$ cat src/rtl/pipe_stage_skid.sv
// Elastic pipeline stage with a 2-entry skid buffer, flush and bubble gating; optional PIPE_STAGE_SKID_STATS_EN adds stall/bubble counters.
// Latency: 1 cycle from in_fire to out_valid. Backpressure: in_ready is registered, so out_ready never reaches in_ready combinationally.
module pipe_stage_skid #(
   parameter int                WIDTH    = 64,
   parameter int                CTRL_W   = 8,
   parameter logic [CTRL_W-1:0] CTRL_RST = '0
) (
   input  logic              clk,
   input  logic              rst,
   input  logic              flush,
   input  logic              in_valid,
   output logic              in_ready,
   input  logic [WIDTH-1:0]  in_data,
   input  logic [CTRL_W-1:0] in_ctrl,
   output logic              out_valid,
   input  logic              out_ready,
   output logic [WIDTH-1:0]  out_data,
   output logic [CTRL_W-1:0] out_ctrl,
   output logic [1:0]        occupancy
`ifdef PIPE_STAGE_SKID_STATS_EN
   ,
   output logic [31:0]       stall_cnt,
   output logic [31:0]       bubble_cnt
`endif
);

   typedef enum logic [1:0] {
      EMPTY = 2'd0,
      ONE   = 2'd1,
      FULL  = 2'd2
   } state_t;

   state_t              state, state_nxt;
   logic                in_ready_q;
   logic [WIDTH-1:0]    m_data, s_data;
   logic [CTRL_W-1:0]   m_ctrl, s_ctrl;
   logic                m_vld;
   logic                in_fire, out_fire;
   logic                load_m_in, load_m_s, load_s;

   assign m_vld     = (state != EMPTY);
   assign in_ready  = in_ready_q;
   assign in_fire   = in_valid & in_ready_q;
   assign out_fire  = m_vld & out_ready;

   assign out_valid = m_vld;
   assign out_data  = m_data;
   // Bubble gating: an invalid head can never leak RegWrite/halt downstream.
   assign out_ctrl  = m_vld ? m_ctrl : CTRL_RST;
   assign occupancy = state;

   always_comb begin
      state_nxt = state;
      load_m_in = 1'b0;
      load_m_s  = 1'b0;
      load_s    = 1'b0;
      case (state)
         EMPTY: begin
            if (in_fire) begin
               state_nxt = ONE;
               load_m_in = 1'b1;
            end
         end
         ONE: begin
            if (in_fire && out_fire) begin
               load_m_in = 1'b1;
            end else if (in_fire) begin
               state_nxt = FULL;
               load_s    = 1'b1;
            end else if (out_fire) begin
               state_nxt = EMPTY;
            end
         end
         FULL: begin
            if (out_fire) begin
               state_nxt = ONE;
               load_m_s  = 1'b1;
            end
         end
         default: state_nxt = EMPTY;
      endcase
      // A flush drops every held entry and any same-cycle input.
      if (flush) begin
         state_nxt = EMPTY;
         load_m_in = 1'b0;
         load_m_s  = 1'b0;
         load_s    = 1'b0;
      end
   end

   always_ff @(posedge clk) begin
      if (rst) begin
         state      <= EMPTY;
         in_ready_q <= 1'b1;
         m_data     <= '0;
         m_ctrl     <= CTRL_RST;
         s_data     <= '0;
         s_ctrl     <= CTRL_RST;
      end else begin
         state      <= state_nxt;
         in_ready_q <= (state_nxt != FULL);
         if (load_m_in) begin
            m_data <= in_data;
            m_ctrl <= in_ctrl;
         end else if (load_m_s) begin
            m_data <= s_data;
            m_ctrl <= s_ctrl;
         end
         if (load_s) begin
            s_data <= in_data;
            s_ctrl <= in_ctrl;
         end
      end
   end

`ifdef PIPE_STAGE_SKID_STATS_EN
   // Counters survive flush; only reset clears them.
   always_ff @(posedge clk) begin
      if (rst) begin
         stall_cnt  <= '0;
         bubble_cnt <= '0;
      end else begin
         if (m_vld && !out_ready) stall_cnt <= stall_cnt + 32'd1;
         if (!m_vld)              bubble_cnt <= bubble_cnt + 32'd1;
      end
   end
`endif

endmodule

$ cat config.mk
export PLATFORM = sky130hd
export DESIGN_NAME = pipe_stage_skid
export DESIGN_NICKNAME = d
export VERILOG_FILES = /design/src/rtl/pipe_stage_skid.sv
export SDC_FILE = /design/constraint.sdc
export NUM_CORES = 1
export LEC_CHECK = 0
export ABC_AREA = 1
export CELL_PAD_IN_SITES_DETAIL_PLACEMENT = 1
export CELL_PAD_IN_SITES_GLOBAL_PLACEMENT = 1
export CORE_MARGIN = 4
export CORE_UTILIZATION = 35
export DETAILED_ROUTE_END_ITERATION = 7
export PLACE_DENSITY_LB_ADDON = 0.1
export SLEW_MARGIN = 10
export SYNTH_ARGS = -nofsm -noshare
export SYNTH_HDL_FRONTEND = slang
export SYNTH_SLANG_ARGS = --single-unit
$ cat constraint.sdc
create_clock -name clk -period 1.5 [get_ports clk]
set_input_delay 0.3 -clock clk [delete_from_list [all_inputs] [get_ports clk]]
set_output_delay 0.3 -clock clk [all_outputs]
set_load 0.01 [all_outputs]
After elaboration in Yosys (flattened, before gate mapping)
Cells that the tools add are included.
{"block": "word_totals", "in_bits": 77, "n_memories": 0, "ff_bits": 147, "mem_bits_rw": 0, "latch_bits": 0, "elab_cells": 37, "out_inout_bits": 76, "rom_bits": 0}
{"block": "op_classes", "div": 0, "muxes": 22, "n_reduce_logical": 4, "bitwise": 2, "shift": 0, "addsub": 0, "eq_ne": 3, "n_lt_le_gt_ge": 0, "n_mul": 0}
{"operator": "$mux W64", "n": 2}
{"operator": "$mux W8", "n": 3}
{"operator": "$mux W2", "n": 6}
{"operator": "$mux W1", "n": 9}
{"operator": "$pmux W2 S3", "n": 1}
{"operator": "$reduce_bool A2 Y1", "n": 2}
{"operator": "$and A1 B1 Y1", "n": 2}
{"operator": "$eq A2 B1 Y1 const B", "n": 1}
{"operator": "$eq A2 B2 Y1 const B", "n": 1}
{"operator": "$logic_not A2 Y1", "n": 1}
{"operator": "$ne A2 B2 Y1 const B", "n": 1}
{"operator": "$pmux W1 S2", "n": 1}
{"operator": "$logic_and A1 B1 Y1", "n": 1}

Depth between registers and ports, before layout
Gate-level depths: netlist of the first run.
{"block": "logic_depth", "word_depth": 8, "ltp_mapped": 8, "ltp_nobuf": 7}

Least setup slack after synthesis of the first run
Ideal clock, no wire load.
{"block": "synth_path", "path_kind": "flip-flop to flip-flop", "startpoint": "reg state[0], in the netlist occupancy[0]", "endpoint": "reg m_data[29], in the netlist out_data[29]", "stages_incl_launch_ff": 8, "arrival_time_ps": 1275, "n_path_buf": 2, "setup_slack_ps": 93, "path_cell_list": "dfxtp_1 -> o21ai_1 -> nand2_1 -> buf_6 -> clkbuf_1 -> nand3_1 -> nand2_1 -> a21oi_1"}
{"block": "synth_between", "elab_chain_len": 7}
{"element": "from (decl)", "line_no": "33", "text": "state_t state, state_nxt;"}
{"element": "from (signal assigned)", "line_no": "100", "text": "state <= state_nxt;"}
{"element": "$reduce_bool A2 Y1", "line_no": "41", "text": "assign m_vld = (state != EMPTY);"}
{"element": "$and A1 B1 Y1", "line_no": "44", "text": "assign out_fire = m_vld & out_ready;"}
{"element": "$logic_and A1 B1 Y1", "line_no": "65", "text": "if (in_fire && out_fire) begin"}
{"element": "$mux W1", "line_no": "65"}
{"element": "$pmux W1 S2", "line_no": "57", "text": "case (state)"}
{"element": "$mux W1", "line_no": "83", "text": "if (flush) begin"}
{"element": "$mux W64 / $reduce_bool A2 Y1 (equally long branches)"}
{"element": "to (signal assigned)", "line_no": "103", "text": "m_data <= in_data;"}
{"element": "to (signal assigned)", "line_no": "106", "text": "m_data <= s_data;"}
{"element": "to (decl)", "line_no": "35", "text": "logic [WIDTH-1:0] m_data, s_data;"}
Parallel ways exist; a longest one is shown, timed or not.
A chain may end at the register's enable or synchronous reset.

Worst setup path after layout of the first run
{"block": "layout_path", "startpoint": "reg state[1], in the netlist occupancy[1]", "endpoint": "reg m_ctrl[0]"}
{"block": "layout_between", "elab_chain_len": 7}
{"element": "$reduce_bool A2 Y1", "line_no": "41"}
{"element": "$and A1 B1 Y1", "line_no": "44"}
{"element": "$logic_and A1 B1 Y1", "line_no": "65"}
{"element": "$mux W1", "line_no": "65"}
{"element": "$pmux W1 S2", "line_no": "57"}
{"element": "$mux W1", "line_no": "83"}
{"element": "$mux W8 / $reduce_bool A2 Y1 (equally long branches)"}
{"element": "to (signal assigned)", "line_no": "104", "text": "m_ctrl <= in_ctrl;"}
{"element": "to (signal assigned)", "line_no": "107", "text": "m_ctrl <= s_ctrl;"}
{"element": "to (decl)", "line_no": "36", "text": "logic [CTRL_W-1:0] m_ctrl, s_ctrl;"}
Parallel ways exist; a longest one is shown, timed or not.

==> run summary, run 1 <==
Final net count: 1,256
Ports: 153
Clock Skew: 0.00517 ns
Pwr dens: 958 mW/mm^2
#FFs+latches synth: 147
CTS Sinks: 147
Fillers: 2,162
CTS Buffer Depth: 2
Syn-to-layout area delta: 70.2%
Final WS setup: -0.148 ns
Port Buffers: 152
CTS tree: done
Most common cell after layout, fill and taps aside: nand2_1
First-pass GRT wire length: 37,500 um
Dpl cell area: 0.00863 mm^2
Req. time, crit path: 1.86 ns
Worst min-delay path class: in2reg
Routed vias: 7,422
Worst slack, placed: -0.435 ns
Most frequent cells in the layout: nand2_1, dfxtp_1, nor2_1
Row cnt: 49
RSZ-0062 raised after global routing: yes
Initial drt markers: 326
Setup violations, final: 151
Hold slack: 0.211 ns
Worst Path Arrival: 2.01 ns
Final Hold Vio Count: 0
Largest net degree at the start of global routing: 41
Peak VDD IR: 0.000804 V
Residual DRC: 0
Final worst-path cycle share: 1.10
Fin area: 0.0111 mm^2
Slew headroom: 0.748
Clk_lat worst skew: 0.43 ns
Fin util: 0.613
LEAKAGE: 5.07 nW
Status: complete, but fails checks
Cell taking the most area after synthesis: dfxtp_1
CTS Root Cell: clkbuf_16
Num CTS Buffers: 17
Horiz. Die Dim: 145 um
Non-Filler Instances: 1,422
Reg2reg start: occupancy[1]
Hold_sp: rst
Layout cells sized above 1: 0.292
Sequential-to-total area share from yosys stat: 0.450
Failing checks: setup timing
Post-DRT Antenna Nets: 0
Yosys warns: 0
Initial antenna violation count: 1
Syn_nets: 1,063
GR Util All Layers: 0.229
Worst-Margin Slew: 0.378 ns
Yosys cell types: 18
Clock slew at reported path FFs: 0.06 ns
Fmax: 607 MHz
Crit Path Max Fanout: 8
CP startpoint kind: flip-flop
Die H: 145 um
Pre-antenna DRT Iters: 4
Inst Count DP: 1,339
Final worst path period need: 1.65 ns
Hold-fix buffers, CTS: 0
Vias in the first global route: 7,064
Initial Util: 0.360
Synth top area cells: dfxtp_1, nand2_1, nand3_1, nor2_1, a21oi_1
Crit path from: occupancy[1]
DIE AREA: 0.0209 mm^2
Dpl hpwl: 14,100 um
Vias per std cell: 5.22
Core ar.: 0.0181 mm^2
Synth Instances: 986
Post-Syn Area per Cell: 6.63 um^2
CP endpoint kind: flip-flop
Routability cong.: 0.742
Htree depth: 4
Total grt overflow: 0
Cell area after synthesis: 0.00654 mm^2
Post-synth top area share: 0.450
Final Max Slew Viols: 0
Critical path type: reg2reg
DRT Wirelength: 28,700 um
Wirelength per Cell: 20.2 um
Max cap viols: 0
## area by class of cell
cell class                      count  area (um^2)  area share
Multi-Input combinational cell    675         3770       0.339
Clock inverter                     12          181      0.0163
Sequential cell                   147         2950       0.265
Clock buffer                       20          447      0.0401
Tap cell                          229          287      0.0257
Timing Repair Buffer              248         3150       0.283
Inverter                           90          348      0.0312
Antenna cell                        1         2.50    0.000225
## critical path: stages, from the launching register on
cell	delay (ns)
dfxtp_2	0.33
buf_6	0.14
nor3_4	0.25
buf_6	0.17
nand2_8	0.09
buf_12	0.17
clkbuf_16	0.17
nand2_4	0.05
nand2_1	0.05
a21oi_1	0.16
## final timing paths
check	endpoint	slack, ns	depth (start not counted)
hold reg to reg	m_ctrl[2]	0.47	2
setup reg to reg	m_ctrl[0]	-0.15	9
hold / removal	m_ctrl[2]	0.21	2
setup / recovery	m_ctrl[0]	-0.15	9
## cell usage after synthesis
| master | number |
|---|---|
| inv_1 | 88 |
| buf_6 | 1 |
| nor2_8 | 1 |
| buf_2 | 30 |
| nor2_1 | 155 |
| clkbuf_1 | 34 |
| o21ai_0 | 61 |
| o211ai_1 | 1 |
| inv_2 | 2 |
| nand3_1 | 146 |
| nor3_1 | 2 |
| nand2_1 | 221 |
| nor3_4 | 1 |
| o21ai_1 | 14 |
| buf_1 | 9 |
| nand2_2 | 1 |
| dfxtp_1 | 147 |
| a21oi_1 | 72 |
## registers in the layout, summed over array words and instances (netlist names)
signal and flops:
s_ctrl 8, out_data 64, m_ctrl 8, occupancy 2
s_data 64, in_ready 1
## routing by layer
metal  share of wire  GRT usage  up-vias
li1                -          -     3531
met2            0.52      0.404      196
met3           0.048     0.0467       44
met5               0          0        -
met1            0.42      0.283     3651
met4           0.021     0.0692        0
## metrics by stage
| step | power [W] | setup TNS (ns) |
|---|---|---|
| global route | 0.0110 | -19.99 |
| CTS | 0.0103 | -7.59 |
| detailed placement | 0.00564 | -59.27 |
| global placement | 0.00561 | -50.88 |
| finish | 0.0107 | -11.57 |
| floorplan | 0.00486 | 0 |
## logic make-up after synthesis
group,Yosys count,synth area share
AO/OA/AOI/OAI,148,0.114
buffers and inverters,164,0.101
flip-flops,147,0.450
AND/OR/NAND/NOR,527,0.336
## report_power, final
part | total (W) | leakage [nW] | internal [W] | switching, W
logic | 0.00181 | 3.58 | 0.000881 | 0.000927
registers | 0.00421 | 1.20 | 0.00409 | 0.000121
clock network | 0.00464 | 0.292 | 0.00283 | 0.00181
total | 0.0107 | 5.07 | 0.00780 | 0.00286
## what timing repair did
| item | 4_1_cts | 5_1_grt |
|---|---|---|
| resized for setup | 139 | 295 |
| pin swaps | 7 | 113 |
| buffers inserted | 11 | 9 |
| gates cloned | 9 | 22 |
| setup endpoints to repair | 216 | 152 |
No activity file was read; power rests on OpenSTA's default activity.
==> run 2, diff against run 1 <==
Settings changed: CORE_UTILIZATION 35 to 37.
Clock period 1.5 ns to 1.9 ns, I/O delays scaled along.
==> run 2 against run 1 <==
Effect of this change:
- the flow now finishes without violations
- clock power decreased by 17%
- critical path type is now reg2out
- worst hold slack improved by 0.13 ns
- largest power group unchanged
- first-iteration DRC count fell by 25%
- highest routed layer is now met5
- final cell count is 4.2% lower
- utilization decreased by 8.3 points
- power decreased by 23%
- worst setup slack improved by 0.21 ns
- wire length decreased by 24%
==> run summary, run 2 (synthesized netlist as in run 1, its figures left out) <==
Post-DRT Antenna Nets: 0
DIE AREA: 0.0199 mm^2
Syn-to-layout area delta: 40.4%
Diode count: 0
LEAKAGE: 4.19 nW
Pwr dens: 894 mW/mm^2
Die H: 141 um
Most common cell after layout, fill and taps aside: nand2_1
Fin area: 0.00918 mm^2
Wirelength per Cell: 16.0 um
Row cnt: 48
Met3 usage: 0.0455
Clock slew at reported path FFs: 0.06 ns
Hold path depth: 2
Largest net degree at the start of global routing: 51
Peak VDD IR: 0.000623 V
Most frequent cells in the layout: nand2_1, nor2_1, dfxtp_1
Initial Util: 0.378
Status: finished clean
Ports: 153
Worst min-delay path class: in2reg
Met2 usage: 0.394
Inst Count DP: 1,329
Num CTS Buffers: 17
RSZ-0062 raised after global routing: no
CTS Buffer Depth: 2
Initial drt markers: 246
Final worst-path cycle share: 0.966
Slew headroom: 0.700
Reg2Reg Depth: 7
CTS Sinks: 147
Initial antenna violation count: 1
Crit Path Max Fanout: 5
Clock Skew: 0.00852 ns
Final Hold Vio Count: 0
Horiz. Die Dim: 141 um
Routed vias: 6,788
Clk_lat worst skew: 0.42 ns
First-pass GRT wire length: 35,300 um
CTS Root Cell: clkbuf_16
Max cap viols: 0
Dpl hpwl: 13,800 um
Final worst path period need: 1.84 ns
Final Max Slew Viols: 0
Grt peak-use layer: met2
Vias in the first global route: 6,849
Dpl cell area: 0.00851 mm^2
Grt met1 use: 0.267
Layout cells sized above 1: 0.0827
GR Util All Layers: 0.220
Residual DRC: 0
CTS tree: done
Pre-antenna DRT Iters: 4
DRT Wirelength: 21,800 um
Vias per std cell: 4.98
Total grt overflow: 0
Non-Filler Instances: 1,362
Final net count: 1,201
Worst Path Arrival: 1.46 ns
Htree depth: 4
Setup violations, final: 0
Req. time, crit path: 1.52 ns
Fmax: 545 MHz
Core ar.: 0.0173 mm^2
Port Buffers: 152
Worst-Margin Slew: 0.451 ns
CP startpoint kind: flip-flop
CP endpoint kind: primary output
Routability cong.: 0.740
Critical path type: reg2out
## run 2: cell types whose count changed in the layout (fill, tap and decap cells not counted), sizes merged
cell           delta
clkbuf           -15
diode             -1
bufinv            +1
buf              -42
clkdlybuf4s50    +69
dlygate4sd2      -65
clkinvlp          -2
dlymetal6s2s      -1
## run 2: metrics by stage
step / power [W] / hold slack (ns) / worst slack [ns] / setup TNS (ns) / utilization
2_1_floorplan: 0.00384 / 0.462 / 0.493 / 0 / -
3_3_place_gp: 0.00440 / 0.471 / -0.111 / -5.78 / 0.492
3_5_place_dp: 0.00442 / 0.476 / -0.136 / -9.12 / 0.492
4_1_cts: 0.00829 / 0.328 / 0.00600 / 0 / 0.533
5_1_grt: 0.00855 / 0.357 / 0.00896 / 0 / 0.531
6_report: 0.00821 / 0.343 / 0.0644 / 0 / 0.531
## run 2: metal layers
layer  up-vias  wire [um]
li1       3402          -
met2       121      11000
met4         2        289
met5         -         12
met3        22        812
met1      3241       9690
## run 2: where the power goes
group | switching [W] | internal, W
Clock | 0.00136 | 0.00248
Sequential | 0.0000796 | 0.00323
Combinational | 0.000536 | 0.000517
## run 2: final cells by class
cell class,count,area (um^2)
clock buffers,21,480
well taps,225,282
clock inverters,11,198
multi-input cells,675,2970
fillers,2244,8110
flip-flops and latches,147,2940
inverters,90,342
repair buffers,193,1970
## run 2: path summary, 6_finish.rpt
kind	startpoint	end	slack, ns
worst min register to register	out_data[45]	out_data[45]	0.48
worst max-delay path	occupancy[0]	occupancy[0]	0.06
worst min-delay path	rst	m_ctrl[3]	0.34
worst max register to register	occupancy[0]	out_data[39]	0.24
## run 2: timing repair
item / CTS / global route
buffers inserted: 1 / 0
resized for setup: 23 / 8
hold buffers: 0 / 0
endpoints found under the setup margin: 9 / 8
hold endpoints to repair: 0 / 0
## run 2: critical path: stages (launching register included)
cell and delay [ns]:
dfxtp_1 0.33, buf_4 0.16, clkdlybuf4s50_1 0.55
==> RTL edit 1: new RTL, flow settings as in run 1 <==
Build with the macro `PIPE_STAGE_SKID_STATS_EN` defined.
--- a/src/rtl/pipe_stage_skid.sv
+++ b/src/rtl/pipe_stage_skid.sv
@@ -1,5 +1,7 @@
 // Elastic pipeline stage with a 2-entry skid buffer, flush and bubble gating; optional PIPE_STAGE_SKID_STATS_EN adds stall/bubble counters.
 // Latency: 1 cycle from in_fire to out_valid. Backpressure: in_ready is registered, so out_ready never reaches in_ready combinationally.
+`define PIPE_STAGE_SKID_STATS_EN
+
 module pipe_stage_skid #(
    parameter int                WIDTH    = 64,
    parameter int                CTRL_W   = 8,
Function (old outputs only; new: bubble_cnt and stall_cnt): kept (Yosys induction, for registers that start in step).
==> RTL edit 1 against run 1 <==
  * Worst setup slack worse by 0.092 ns
  * Core utilization is 3.8 points higher
  * First-iteration DRC count is 81% higher
  * Largest cell class unchanged
  * Worst hold slack gained 0.15 ns
  * Power is 31% higher
  * Design area up 49%
  * Via count grew 47%
  * The run still ends with negative setup slack left
  * Sequential cell count increased by 64
  * Combinational power grew 3%
  * Area after synthesis grew 40%
  * Largest power group unchanged
  * Wire length increased by 65%
  * Sequential power grew 40%
==> RTL edit 1: results (changes against run 1) <==
Cell area after placement = 0.0123 mm² (was 0.00863 mm²)
R2r startpoint = occupancy[0] (was occupancy[1])
Via Count = 10900 (was 7422)
CTS max path bufs = 3 (was 2)
R2R setup slack = -0.19 ns (was -0.15 ns)
Worst VDD drop = 1.01 mV (was 0.804 mV)
Routability cong. = 0.777 (was 0.742)
Register share of total power = 0.422 (was 0.395)
GR Util met1 = 0.299 (was 0.283)
Post-synthesis sequential area ratio = 0.462 (was 0.450)
Fill count = 2867 (was 2162)
Critical path data arrival time = 1.44 ns (was 2.01 ns)
Drt via density = 5.43 (was 5.22)
Final Setup Violations = 216 (was 151)
Nets = 1746 (was 1256)
P_clk = 6190 µW (was 4640 µW)
Vias in the first global route = 10800 (was 7064)
Global Route met2 Usage = 0.455 (was 0.404)
Status = finished with violations (unchanged)
Clk_skew = 0.0413 ns (was 0.00517 ns)
Synth top area cells = dfxtp_1 46%, nand2_1 15%, inv_1 7.4% (was dfxtp_1 45%, nand2_1 13%, nand3_1 11%)
Ratio of cells with drive above 1 in the final layout = 0.411 (was 0.292)
Failing checks = negative setup slack (unchanged)
Detailed placer's ending HPWL = 20900 µm (was 14100 µm)
Worst Tran Pin Value = 0.655 ns (was 0.378 ns)
Final worst-path setup slack = -0.240 ns (was -0.148 ns)
Hold_ws = 0.357 ns (was 0.211 ns)
Initial DRC count = 590 (was 326)
IO Port Bufs = 216 (was 152)
Most instantiated cells after synthesis = 355 x nand2_1, 211 x dfxtp_1, 179 x inv_1 (was 221 x nand2_1, 155 x nor2_1, 147 x dfxtp_1)
Largest net degree at the start of global routing = 91 (was 41)
Mapped Cells = 1300 (was 986)
Drt total wl = 47300 µm (was 28700 µm)
Switching share of power = 0.272 (was 0.268)
CTS Buf Count = 25 (was 17)
Syn_nets = 1379 (was 1063)
H-tree Lvls = 1 (was 4)
Pre-CTS setup slack = -0.431 ns (was -0.435 ns)
Cell count after placement = 1876 (was 1339)
Total track usage = 0.250 (was 0.229)
Clock Latency Late Sink = 0.57 ns (was 0.43 ns)
[RTL edit 1: path summary, 6_finish.rpt]
path,to,cells past startpoint
max,out_ctrl[2],4
min,s_ctrl[6],5
max reg2reg,out_data[11],10
min reg2reg,s_data[30],2
[RTL edit 1: worst max-delay path: cells and delay by family, from the launching register on]
kind / cells / cell delay, ns
AND/OR/NAND/NOR: 2 / 0.25
buffers and inverters: 2 / 0.29
flip-flops: 1 / 0.34
[RTL edit 1: routing by layer]
layer  up-vias  share of wire
li1       4956              -
met1      5379           0.37
met2       431           0.52
met3       167          0.061
met4         4          0.045
met5         -        0.00055
[RTL edit 1: area by class of cell]
cell class / count / area share
multi-input combinational: 849 / 0.353
antenna: 1 / 0.000151
timing repair buffer: 397 / 0.268
timing repair inverter: 1 / 0.000983
inverter: 182 / 0.0433
clock buffer: 35 / 0.0437
tap: 330 / 0.0249
clock inverter: 7 / 0.00453
sequential: 211 / 0.262
[RTL edit 1: timing repair]
action / in CTS / in global routing
cloned: 24 / 20
endpoints found under the hold margin: 0 / 0
buffers inserted: 36 / 26
endpoints found under the setup margin: 253 / 276
resized for setup: 513 / 540
pin swaps: 95 / 141
[RTL edit 1: stage by stage]
stage,TNS [ns],utilization
after floorplan,0,-
after global placement,-56.34,0.483
after detailed placement,-63.80,0.483
after CTS,-10.26,0.569
after global routing,-34.76,0.652
final,-21.67,0.652
[RTL edit 1: cells by family after synthesis]
family | share of synthesized area
flip-flops | 0.462
XOR/XNOR | 0.00383
buffers and inverters | 0.108
AO/OA/AOI/OAI | 0.162
adder cells (fa/ha/maj) | 0.00274
AND/OR/NAND/NOR | 0.262
==> RTL edit 2: new RTL, config.mk and constraints of run 1 <==
Made on the original files. Change the parameter `WIDTH` from 64 to 128.
--- a/src/rtl/pipe_stage_skid.sv
+++ b/src/rtl/pipe_stage_skid.sv
@@ -1,7 +1,7 @@
 // Elastic pipeline stage with a 2-entry skid buffer, flush and bubble gating; optional PIPE_STAGE_SKID_STATS_EN adds stall/bubble counters.
 // Latency: 1 cycle from in_fire to out_valid. Backpressure: in_ready is registered, so out_ready never reaches in_ready combinationally.
 module pipe_stage_skid #(
-   parameter int                WIDTH    = 64,
+   parameter int                WIDTH    = 128,
    parameter int                CTRL_W   = 8,
    parameter logic [CTRL_W-1:0] CTRL_RST = '0
 ) (
Ports: changed (resized in_data and out_data); port bits go from 153 to 281. The function was not compared with the original's and may differ.
==> RTL edit 2 against run 1 <==
  * The flow still finishes with violations (negative setup slack)
  * Worst setup slack lost 0.37 ns
  * Sequential power increased by 90%
  * Global-route usage is 11 points higher
  * First-iteration DRC count grew to 5.2 times the old value
  * Clock power increased by 86%
  * Design area is 110% higher
  * Sequential cell count rose by 128
  * Count of clock-buffer cells in the layout increased by 34
  * Area after synthesis is 85% higher
  * Wire length rose to 3.1 times the old value
  * Worst hold slack improved by 0.15 ns
  * Combinational power is 130% higher
  * Critical path type is now register to output pin
  * Power up 96%
==> RTL edit 2: results (changes against run 1) <==
Status = finished with violations (unchanged)
Failing checks = negative setup slack (unchanged)
Clk_skew = 0.0320 ns (was 0.00517 ns)
Clock slew at reported path FFs = 0.06 ns (about the same)
Fill count = 3569 (was 2162)
Max incr delay on CP = 0.35 ns (was 0.33 ns)
Cell family with most CP delay = buffers and inverters (unchanged)
Initial antenna violation count = 3 (was 1)
Clock root cell = clkbuf_16 (unchanged)
H-tree Lvls = 2 (was 4)
Worst VDD drop = 0.931 mV (was 0.804 mV)
Syn_nets = 1968 (was 1063)
Clock Latency Late Sink = 0.55 ns (was 0.43 ns)
Vias in the first global route = 16400 (was 7064)
Main flop type after synthesis = dfxtp_1 (unchanged)
First-pass GRT wire length = 101000 µm (was 37500 µm)
Leakage = 0.0111 µW (was 0.00507 µW)
Post-synthesis sequential area ratio = 0.454 (was 0.450)
Initial DRC count = 1691 (was 326)
Final Setup Violations = 355 (was 151)
Largest net degree at the start of global routing = 73 (was 41)
Critical path data arrival time = 1.72 ns (was 2.01 ns)
Total track usage = 0.340 (was 0.229)
Synth top area cells = dfxtp_1 45%, nand2_1 13%, nand3_1 11% (unchanged)
Most instantiated cells after synthesis = 414 x nand2_1, 284 x nor2_1, 275 x dfxtp_1 (was 221 x nand2_1, 155 x nor2_1, 147 x dfxtp_1)
Final worst-path setup slack = -0.515 ns (was -0.148 ns)
Ys Warns = 0 (unchanged)
Nets = 2388 (was 1256)
Via Count = 16800 (was 7422)
Drt total wl = 87900 µm (was 28700 µm)
Crit-path max FO = 4 (was 8)
DR pass1 iterations = 5 (was 4)
Count of cell types in the netlist = 19 (was 18)
Ys async rst share = 0 (unchanged)
Ratio of cells with drive above 1 in the final layout = 0.392 (was 0.292)
Detailed placer's ending HPWL = 28500 µm (was 14100 µm)
CTS max path bufs = 3 (was 2)
IO Port Bufs = 280 (was 152)
CTS Buf Count = 34 (was 17)
Crit-path slowest cell = dfxtp_2 (unchanged)
Min-Delay Path Class = primary input to register (unchanged)
Routability cong. = 0.785 (was 0.742)
Slew headroom = 0.588 (was 0.748)
-- RTL edit 2: final timing paths --
path | startpoint | end | slack (ns) | cells after the start
hold / removal | rst | out_data[109] | 0.37 | 3
setup reg to reg | occupancy[0] | s_data[108] | -0.45 | 10
setup / recovery | occupancy[0] | out_ctrl[3] | -0.52 | 7
hold reg to reg | out_data[21] | out_data[21] | 0.48 | 2
-- RTL edit 2: per-stage QoR --
step	utilization	setup WS (ns)	cell area [µm²]	std cells	TNS (ns)
floorplan	-	0.00487	12100	1827	0
global placement	0.469	-0.523	15900	2482	-127.33
detailed placement	0.469	-0.594	15900	2482	-137.68
CTS	0.616	-0.460	20900	2682	-84.11
global route	0.701	-0.538	23700	2721	-96.11
finish	0.701	-0.515	23700	2721	-82.03
-- RTL edit 2: logic make-up (layout without fill, tap and decap cells) --
logic type             count (synthesis)  count (layout)  share of synthesized area
AOI/OAI and AO/OA                    276             276                      0.114
DFF                                  275             275                      0.454
other                                  0               2                          0
and+or+nand+nor                      975             975                      0.331
buffers and inverters                301             745                      0.101
-- RTL edit 2: metal layers --
metal / vias up / track usage / wire, µm
li1: 6715 / - / -
met1: 8221 / 0.401 / 30000
met2: 1316 / 0.593 / 41300
met3: 593 / 0.0612 / 7770
met4: 2 / 0.174 / 8820
met5: - / 0 / 13
-- RTL edit 2: timing repair --
action	CTS	global route
setup endpoints to repair	414	324
pin swaps	49	273
buffers inserted	68	39
gates resized for setup	556	689
gates cloned	77	27
-- RTL edit 2: tightest hold or removal path: cells and delay by family --
kind | cells | cell delay (ns)
buffers and inverters | 2 | 0.37
AOI/OAI and AO/OA | 1 | 0.15
-- RTL edit 2: power by group --
part           switching (µW)  internal [µW]  leakage, µW  total (µW)
logic                    2350           1890      0.00836        4240
clock network            3710           4930     0.000536        8650
registers                 357           7650      0.00224        8010
-- RTL edit 2: final cells by class --
type,count,area [µm²],share of cell area
Clock buffer,54,1040,0.0438
Multi-Input combinational cell,1251,8390,0.353
Antenna cell,2,5.00,0.000211
Inverter,154,604,0.0255
Tap cell,448,561,0.0236
Timing Repair inverter,3,66.3,0.00279
Timing Repair Buffer,528,7510,0.316
Clock inverter,6,57.6,0.00242
Sequential cell,275,5510,0.232
